<file path="config.mk">
export PLATFORM = sky130hd
export DESIGN_NAME = phy_rx_sp
export DESIGN_NICKNAME = d
export VERILOG_FILES = /design/src/rtl/phy_rx_sp.sv
export SDC_FILE = /design/constraint.sdc
export NUM_CORES = 1
export LEC_CHECK = 0
export ABC_CLOCK_PERIOD_IN_PS = 2000
export CORE_ASPECT_RATIO = 0.6
export CORE_UTILIZATION = 35
export DETAILED_ROUTE_END_ITERATION = 6
export GPL_TIMING_DRIVEN = 0
export PLACE_DENSITY = 0.52
export SYNTH_ARGS = -nofsm -noshare
export SYNTH_HDL_FRONTEND = slang
export SYNTH_SLANG_ARGS = --single-unit
</file>
<file path="constraint.sdc">
create_clock -name clk_32f -period 2 [get_ports clk_32f]
set_input_delay 0.6 -clock clk_32f [delete_from_list [all_inputs] [get_ports clk_32f]]
set_output_delay 0.6 -clock clk_32f [all_outputs]
set_load 0.02 [all_outputs]
</file>
<file path="src/rtl/phy_rx_sp.sv">
// ---------------------------------------------------------------------------
// phy_rx_sp -- receive-side serial-to-parallel front end of the PCI PHY.
//
// Samples a 1-bit serial lane (MSB of each symbol first) on every rising edge
// of clk_32f. It hunts for the COM symbol at any bit offset, then checks that
// COM repeats on every following byte boundary. After COM_LOCK aligned COMs
// the link is declared active. From then on, data bytes are recovered and
// reassembled MSB-byte first into 32-bit words.
//
// Parameters:
//   COM       comma/alignment symbol (default 8'hBC)
//   IDL       idle symbol            (default 8'h7C)
//   COM_LOCK  consecutive aligned COMs needed to go active (1..15)
//
// Ports:
//   clk_32f        in   1   bit clock, rising edge
//   reset          in   1   asynchronous, active-low; clears all state
//   data_in        in   1   serial lane
//   active_out     out  1   link aligned and active
//   data_out_sp1   out  8   last recovered data byte
//   valid_out_sp1  out  1   one-cycle strobe, new byte on data_out_sp1
//   data_out       out  32  last assembled word
//   valid_out      out  1   one-cycle strobe, new word on data_out
//
// Build option:
//   PHY_RX_IDL_FILTER_EN  when defined, IDL is treated like COM once the link
//                         is active: no strobe, and the partial word is dropped.
//                         When undefined, IDL is delivered as ordinary data.
// ---------------------------------------------------------------------------
module phy_rx_sp #(
  parameter logic [7:0]  COM      = 8'hBC,
  parameter logic [7:0]  IDL      = 8'h7C,
  parameter int unsigned COM_LOCK = 4
) (
  input  logic        clk_32f,
  input  logic        reset,
  input  logic        data_in,
  output logic        active_out,
  output logic [7:0]  data_out_sp1,
  output logic        valid_out_sp1,
  output logic [31:0] data_out,
  output logic        valid_out
);

  typedef enum logic [1:0] {SEARCH, SYNC, ACTIVE} state_t;

  localparam logic [3:0] LOCK = 4'(COM_LOCK);

`ifdef PHY_RX_IDL_FILTER_EN
  localparam logic IDL_FILTER = 1'b1;
`else
  localparam logic IDL_FILTER = 1'b0;
`endif

  state_t      state_reg, state_next;
  logic [6:0]  sr_reg;
  logic [2:0]  bit_cnt_reg, bit_cnt_next;
  logic [3:0]  com_cnt_reg, com_cnt_next;
  logic [1:0]  byte_idx_reg, byte_idx_next;
  logic [23:0] word_reg, word_next;      // bytes 0..2 of the word in progress
  logic [7:0]  dsp1_reg, dsp1_next;
  logic        vsp1_reg, vsp1_next;
  logic [31:0] dout_reg, dout_next;
  logic        vout_reg, vout_next;

  logic [7:0]  w;
  logic        is_com;
  logic        non_data;
  logic        boundary;
  logic        take_byte;
  logic [2:0]  lane_we;

  // Byte that completes on this edge: the seven previous bits plus the bit
  // being sampled now.
  assign w         = {sr_reg, data_in};
  assign is_com    = (w == COM);
  assign non_data  = is_com || (IDL_FILTER && (w == IDL));
  assign boundary  = (bit_cnt_reg == 3'd7);
  assign take_byte = (state_reg == ACTIVE) && boundary && !non_data;

  // One write lane per buffered byte. The fourth byte goes straight to
  // data_out, so it needs no buffer.
  generate
    for (genvar gi = 0; gi < 3; gi++) begin : g_lane
      assign lane_we[gi] = take_byte && (byte_idx_reg == 2'(gi));
      assign word_next[23-8*gi -: 8] = lane_we[gi] ? w : word_reg[23-8*gi -: 8];
    end
  endgenerate

  always_comb begin
    state_next    = state_reg;
    bit_cnt_next  = bit_cnt_reg + 3'd1;
    com_cnt_next  = com_cnt_reg;
    byte_idx_next = byte_idx_reg;
    dsp1_next     = dsp1_reg;
    vsp1_next     = 1'b0;
    dout_next     = dout_reg;
    vout_next     = 1'b0;

    case (state_reg)
      SEARCH: begin
        // While hunting, the bit counter is held so that it is already
        // aligned when a COM is found.
        bit_cnt_next = 3'd0;
        if (is_com) begin
          com_cnt_next = 4'd1;
          state_next   = (LOCK == 4'd1) ? ACTIVE : SYNC;
        end
      end

      SYNC: begin
        if (boundary) begin
          if (is_com) begin
            com_cnt_next = com_cnt_reg + 4'd1;
            if (com_cnt_reg + 4'd1 == LOCK) begin
              state_next = ACTIVE;
            end
          end else begin
            com_cnt_next = 4'd0;
            state_next   = SEARCH;
          end
        end
      end

      ACTIVE: begin
        // Once active, the link stays active until reset, with no
        // loss-of-lock detection.
        if (boundary) begin
          if (non_data) begin
            byte_idx_next = 2'd0;
          end else begin
            dsp1_next = w;
            vsp1_next = 1'b1;
            if (byte_idx_reg == 2'd3) begin
              dout_next     = {word_reg, w};
              vout_next     = 1'b1;
              byte_idx_next = 2'd0;
            end else begin
              byte_idx_next = byte_idx_reg + 2'd1;
            end
          end
        end
      end

      default: begin
        state_next = SEARCH;
      end
    endcase
  end

  always_ff @(posedge clk_32f or negedge reset) begin
    if (!reset) begin
      state_reg    <= SEARCH;
      sr_reg       <= 7'd0;
      bit_cnt_reg  <= 3'd0;
      com_cnt_reg  <= 4'd0;
      byte_idx_reg <= 2'd0;
      word_reg     <= 24'd0;
      dsp1_reg     <= 8'h00;
      vsp1_reg     <= 1'b0;
      dout_reg     <= 32'h0;
      vout_reg     <= 1'b0;
    end else begin
      state_reg    <= state_next;
      sr_reg       <= w[6:0];
      bit_cnt_reg  <= bit_cnt_next;
      com_cnt_reg  <= com_cnt_next;
      byte_idx_reg <= byte_idx_next;
      word_reg     <= word_next;
      dsp1_reg     <= dsp1_next;
      vsp1_reg     <= vsp1_next;
      dout_reg     <= dout_next;
      vout_reg     <= vout_next;
    end
  end

  assign active_out    = (state_reg == ACTIVE);
  assign data_out_sp1  = dsp1_reg;
  assign valid_out_sp1 = vsp1_reg;
  assign data_out      = dout_reg;
  assign valid_out     = vout_reg;

endmodule

</file>
==> results <==
- The logic depth of the worst path, buffers included is 1.
- The floorplan has 27 rows.
- The clock arrives with 5.02 ps of skew.
- The count of inserted antenna diode cells is 0.
- Across all register-to-register paths, the minimum setup slack is 120 ps.
- VDD sags by at most 393 uV.
- The final antenna-violating net count is 0.
- The flow ran to the end, and the final reports show no timing, DRC or antenna violations.
- The worst-margin pin slew is 458 ps.
- The final number of hold-violating endpoints was 0.
- The combined global-route utilization of all metal layers is 0.146.
- After the flow finishes, the layout carries non-filler instances totaling between 400 and 500.
- The starting density of the core is 0.368.
- For this design the top-level I/O count stands at 46.
- The die is ~130 um wide.
- The worst slew slack as a fraction of its limit is 0.691.
- The number of clock buffers inserted by TritonCTS is 9.
- Walking the worst path, the cells encountered are clkdlybuf4s50_1.
- The clock tree from TritonCTS is done.
- Setup violations remaining at the end of the flow were counted as 0.
- The max-slew violation total from the final report is 0.
- Entering global routing, the biggest net connects 53 pins.
- The area growth from synthesis to final layout is 29.0%.
- The data arrival time of the critical path is around 1300 ps.
- For this run, the number of Yosys warnings is 0.
- The sequential share of the synthesized area is 0.608.
- The slowest library cell on the worst path is sky130_fd_sc_hd__clkdlybuf4s50_1.
- In this run the tool buffered the top-level ports with 45 buffer cells.
- The flip-flop count of the largest register after layout is 32.
- The kind of cell with the highest combined delay along the critical path is buffers and inverters.
- The total length of routed wires is 6590 um.
- The source-to-sink clock delay at the later pin of the worst-skew pair is about 330 ps.
- From bottom edge to top edge, the die measures 79.0 um.
- The net total in the final layout is 288.
- The initial DRC count is 74.
- Timing would allow up to 0.521 GHz.
- The total global routing overflow is 0.
- The via count of the first global-routing pass was just under 2000.
- Synthesis instantiated 33 different standard cells from the library.
- The smallest clock period supported by the final layout is computed as 1920 ps.
- The utilization after layout is 0.475.
- The peak per-stage delay on the critical path is 620 ps.
- The hold buffer count at cts is 0.
- The first-pass GRT wire length is 11000 um.
- The count of placed standard cells including taps is 395.
- The overall power of the completed layout is 3620 uW.
- The congestion estimate from routability-driven global placement came to 0.747.
- STA puts the critical path data required time at 1400 ps.
- The number of max-cap violations is 0.
- Clock-pin slew was measured on the worst setup and hold paths at 60 ps.
- STA classifies the critical path endpoint as an output port.
- The wire-length estimate of the detail-placed layout is 4300 um.
- The number of nets produced by synthesis is 230.
- The number of antenna violations at the first check in global routing is 0.
- Dividing the synthesized area by the synthesized cell count gives between 15 and 20 sq um.
- Of the cells placed in the final design, the portion with a size suffix greater than 1 is 0.337.
- The critical path is of the flop to output port type.
- The die area is approximately 10000 sq um.
- Synthesis inferred 84 register bits.
- The total area inside the core boundary comes to 9390 sq um.
- After technology mapping, the gate count stands at 219.
- The number of design rule violations left after detail routing is 0.
- Setup repair after global routing left no endpoint under its margin.
- The maximum fanout along the worst path is 2.
- Together, buffers and inverters on the worst path number 1.
- The tree is rooted in a sky130_fd_sc_hd__clkbuf_16.
- The cell leakage power is 0.00221 uW.
- The synthesized netlist occupies a cell area of 3450 sq um.
- Dividing the detail-routed wire length by the instance count gives 16.0 um.
- After detailed routing, the number of vias per cell comes to 4.66.
- The number of sinks driven by the clock tree is 84.
- The min-delay analysis places its worst path in the category input pin to asynchronous set/reset pin.
- The number of levels in the clock H-tree is 3.
- The via total after detailed routing is 1921.
- The share of the cycle needed by the critical path after routing is 0.960.
- The logic depth of the worst register-to-register path is 7.
- The maximum number of buffers from clock root to sink is 2.
- The worst setup path is launched from a flop.
- For this design the ratio of total power to cell area is between 800 and 900 nW/um^2.
- The first TritonRoute pass finished after 4 iterations.
-- final timing paths --
path,endpoint,from
hold / removal,valid_out,reset
setup reg to reg,word_reg[19],bit_cnt_reg[0]
setup / recovery,data_out[27],data_out[27]
min in group clk_32f,bit_cnt_reg[0],bit_cnt_reg[0]
hold reg to reg,bit_cnt_reg[0],bit_cnt_reg[0]
max in group asynchronous,byte_idx_reg[1],reset
-- synth_stat cells --
cell / count / area share
sky130_fd_sc_hd__a21oi_1: 4 / 0.0058
sky130_fd_sc_hd__a21oi_4: 1 / 0.0047
sky130_fd_sc_hd__a22o_1: 2 / 0.0051
sky130_fd_sc_hd__a31o_2: 1 / 0.0025
sky130_fd_sc_hd__a32oi_1: 3 / 0.0076
sky130_fd_sc_hd__a41o_1: 1 / 0.0029
sky130_fd_sc_hd__and2_1: 3 / 0.0054
sky130_fd_sc_hd__and3_1: 1 / 0.0018
sky130_fd_sc_hd__and4b_1: 1 / 0.0029
sky130_fd_sc_hd__and4bb_1: 1 / 0.0036
sky130_fd_sc_hd__buf_2: 1 / 0.0014
sky130_fd_sc_hd__buf_4: 3 / 0.0065
sky130_fd_sc_hd__buf_6: 3 / 0.0098
sky130_fd_sc_hd__dfrtp_1: 84 / 0.61
sky130_fd_sc_hd__ha_1: 8 / 0.029
sky130_fd_sc_hd__inv_1: 7 / 0.0076
sky130_fd_sc_hd__mux2_2: 33 / 0.11
sky130_fd_sc_hd__mux2_4: 29 / 0.13
sky130_fd_sc_hd__nand2_1: 3 / 0.0033
sky130_fd_sc_hd__nand2_4: 1 / 0.0033
sky130_fd_sc_hd__nand3_1: 1 / 0.0014
sky130_fd_sc_hd__nand3b_1: 2 / 0.0043
sky130_fd_sc_hd__nand4b_1: 1 / 0.0025
sky130_fd_sc_hd__nand4bb_1: 1 / 0.0033
sky130_fd_sc_hd__nor2_1: 7 / 0.0076
sky130_fd_sc_hd__nor2b_1: 4 / 0.0072
sky130_fd_sc_hd__o21ai_0: 4 / 0.0058
sky130_fd_sc_hd__o22a_1: 1 / 0.0025
sky130_fd_sc_hd__o2bb2ai_1: 3 / 0.0076
sky130_fd_sc_hd__o311ai_0: 1 / 0.0025
sky130_fd_sc_hd__o31ai_1: 1 / 0.0022
sky130_fd_sc_hd__xnor2_1: 1 / 0.0025
sky130_fd_sc_hd__xor2_1: 2 / 0.0051
-- power breakdown --
| group | total [uW] | switching [uW] | internal (uW) |
|---|---|---|---|
| logic | 91.9 | 62.9 | 29.0 |
| registers | 1750 | 33.6 | 1720 |
| clock network | 1780 | 652 | 1130 |
-- layout by cell type, fill, tap and decap left out, types with 2 or more instances in the layout --
cell type                         Yosys  routed
sky130_fd_sc_hd__a22o_1               2       2
sky130_fd_sc_hd__o21ai_0              4       4
sky130_fd_sc_hd__dfrtp_1             84      84
sky130_fd_sc_hd__nor2b_1              4       4
sky130_fd_sc_hd__mux2_2              33      33
sky130_fd_sc_hd__nand3b_1             2       2
sky130_fd_sc_hd__nand2_1              3       3
sky130_fd_sc_hd__o2bb2ai_1            3       3
sky130_fd_sc_hd__clkbuf_16            0       9
sky130_fd_sc_hd__a21oi_1              4       4
sky130_fd_sc_hd__xor2_1               2       2
sky130_fd_sc_hd__mux2_4              29      29
sky130_fd_sc_hd__clkinv_2             0       2
sky130_fd_sc_hd__clkinv_4             0       2
sky130_fd_sc_hd__and2_1               3       2
sky130_fd_sc_hd__a32oi_1              3       3
sky130_fd_sc_hd__bufinv_16            0       2
sky130_fd_sc_hd__clkdlybuf4s50_1      0      42
sky130_fd_sc_hd__buf_4                3       2
sky130_fd_sc_hd__nor2_1               7       6
sky130_fd_sc_hd__ha_1                 8       7
sky130_fd_sc_hd__buf_6                3       6
sky130_fd_sc_hd__inv_1                7       7
-- repair_timing --
| item | CTS | global route |
|---|---|---|
| setup endpoints to repair | 74 | 31 |
| setup buffers | 1 | 0 |
| gates resized for setup | 5 | 7 |
| pin swaps | 1 | 0 |
-- through the flow --
stage | setup TNS (ps) | hold WS (ps) | worst slack, ps | cell area [sq um]
2_1_floorplan | 0 | 304 | 186 | 3450
3_3_place_gp | -279800 | 423 | -2760 | 4070
3_5_place_dp | -49330 | 425 | -751 | 4090
4_1_cts | 0 | 217 | 52.1 | 4430
5_1_grt | 0 | 238 | 2.68 | 4460
6_report | 0 | 207 | 79.1 | 4460
-- final cells by class --
cell class                      instances  area (sq um)
Tap cell                              130           163
Timing Repair Buffer                   47           483
Buffer                                  7          75.1
Clock inverter                          6          87.6
Clock buffer                           10           239
Multi-Input combinational cell        121          1280
Sequential cell                        84          2100
Fill cell                             861          4930
Inverter                                7          26.3
-- routing by layer --
layer / up-vias / wire (um) / track usage
met5: - / 0 / 0
met4: 0 / 76 / 0.0488
met3: 8 / 339 / 0.0485
met2: 45 / 2610 / 0.194
met1: 977 / 3560 / 0.217
li1: 891 / - / -
-- logic make-up (layout without fill, tap and decap cells) --
logic type,count (synthesis),after routing,share of synthesized area
DFF,84,84,0.608
muxes,62,62,0.234
and+or+nand+nor,26,26,0.0467
AOI/OAI and AO/OA,22,22,0.0493
buffers and inverters,14,77,0.0254
adders and majority gates,8,8,0.0290
xor gates and xnor gates,3,3,0.00761
No activity file was read; power rests on OpenSTA's default activity.
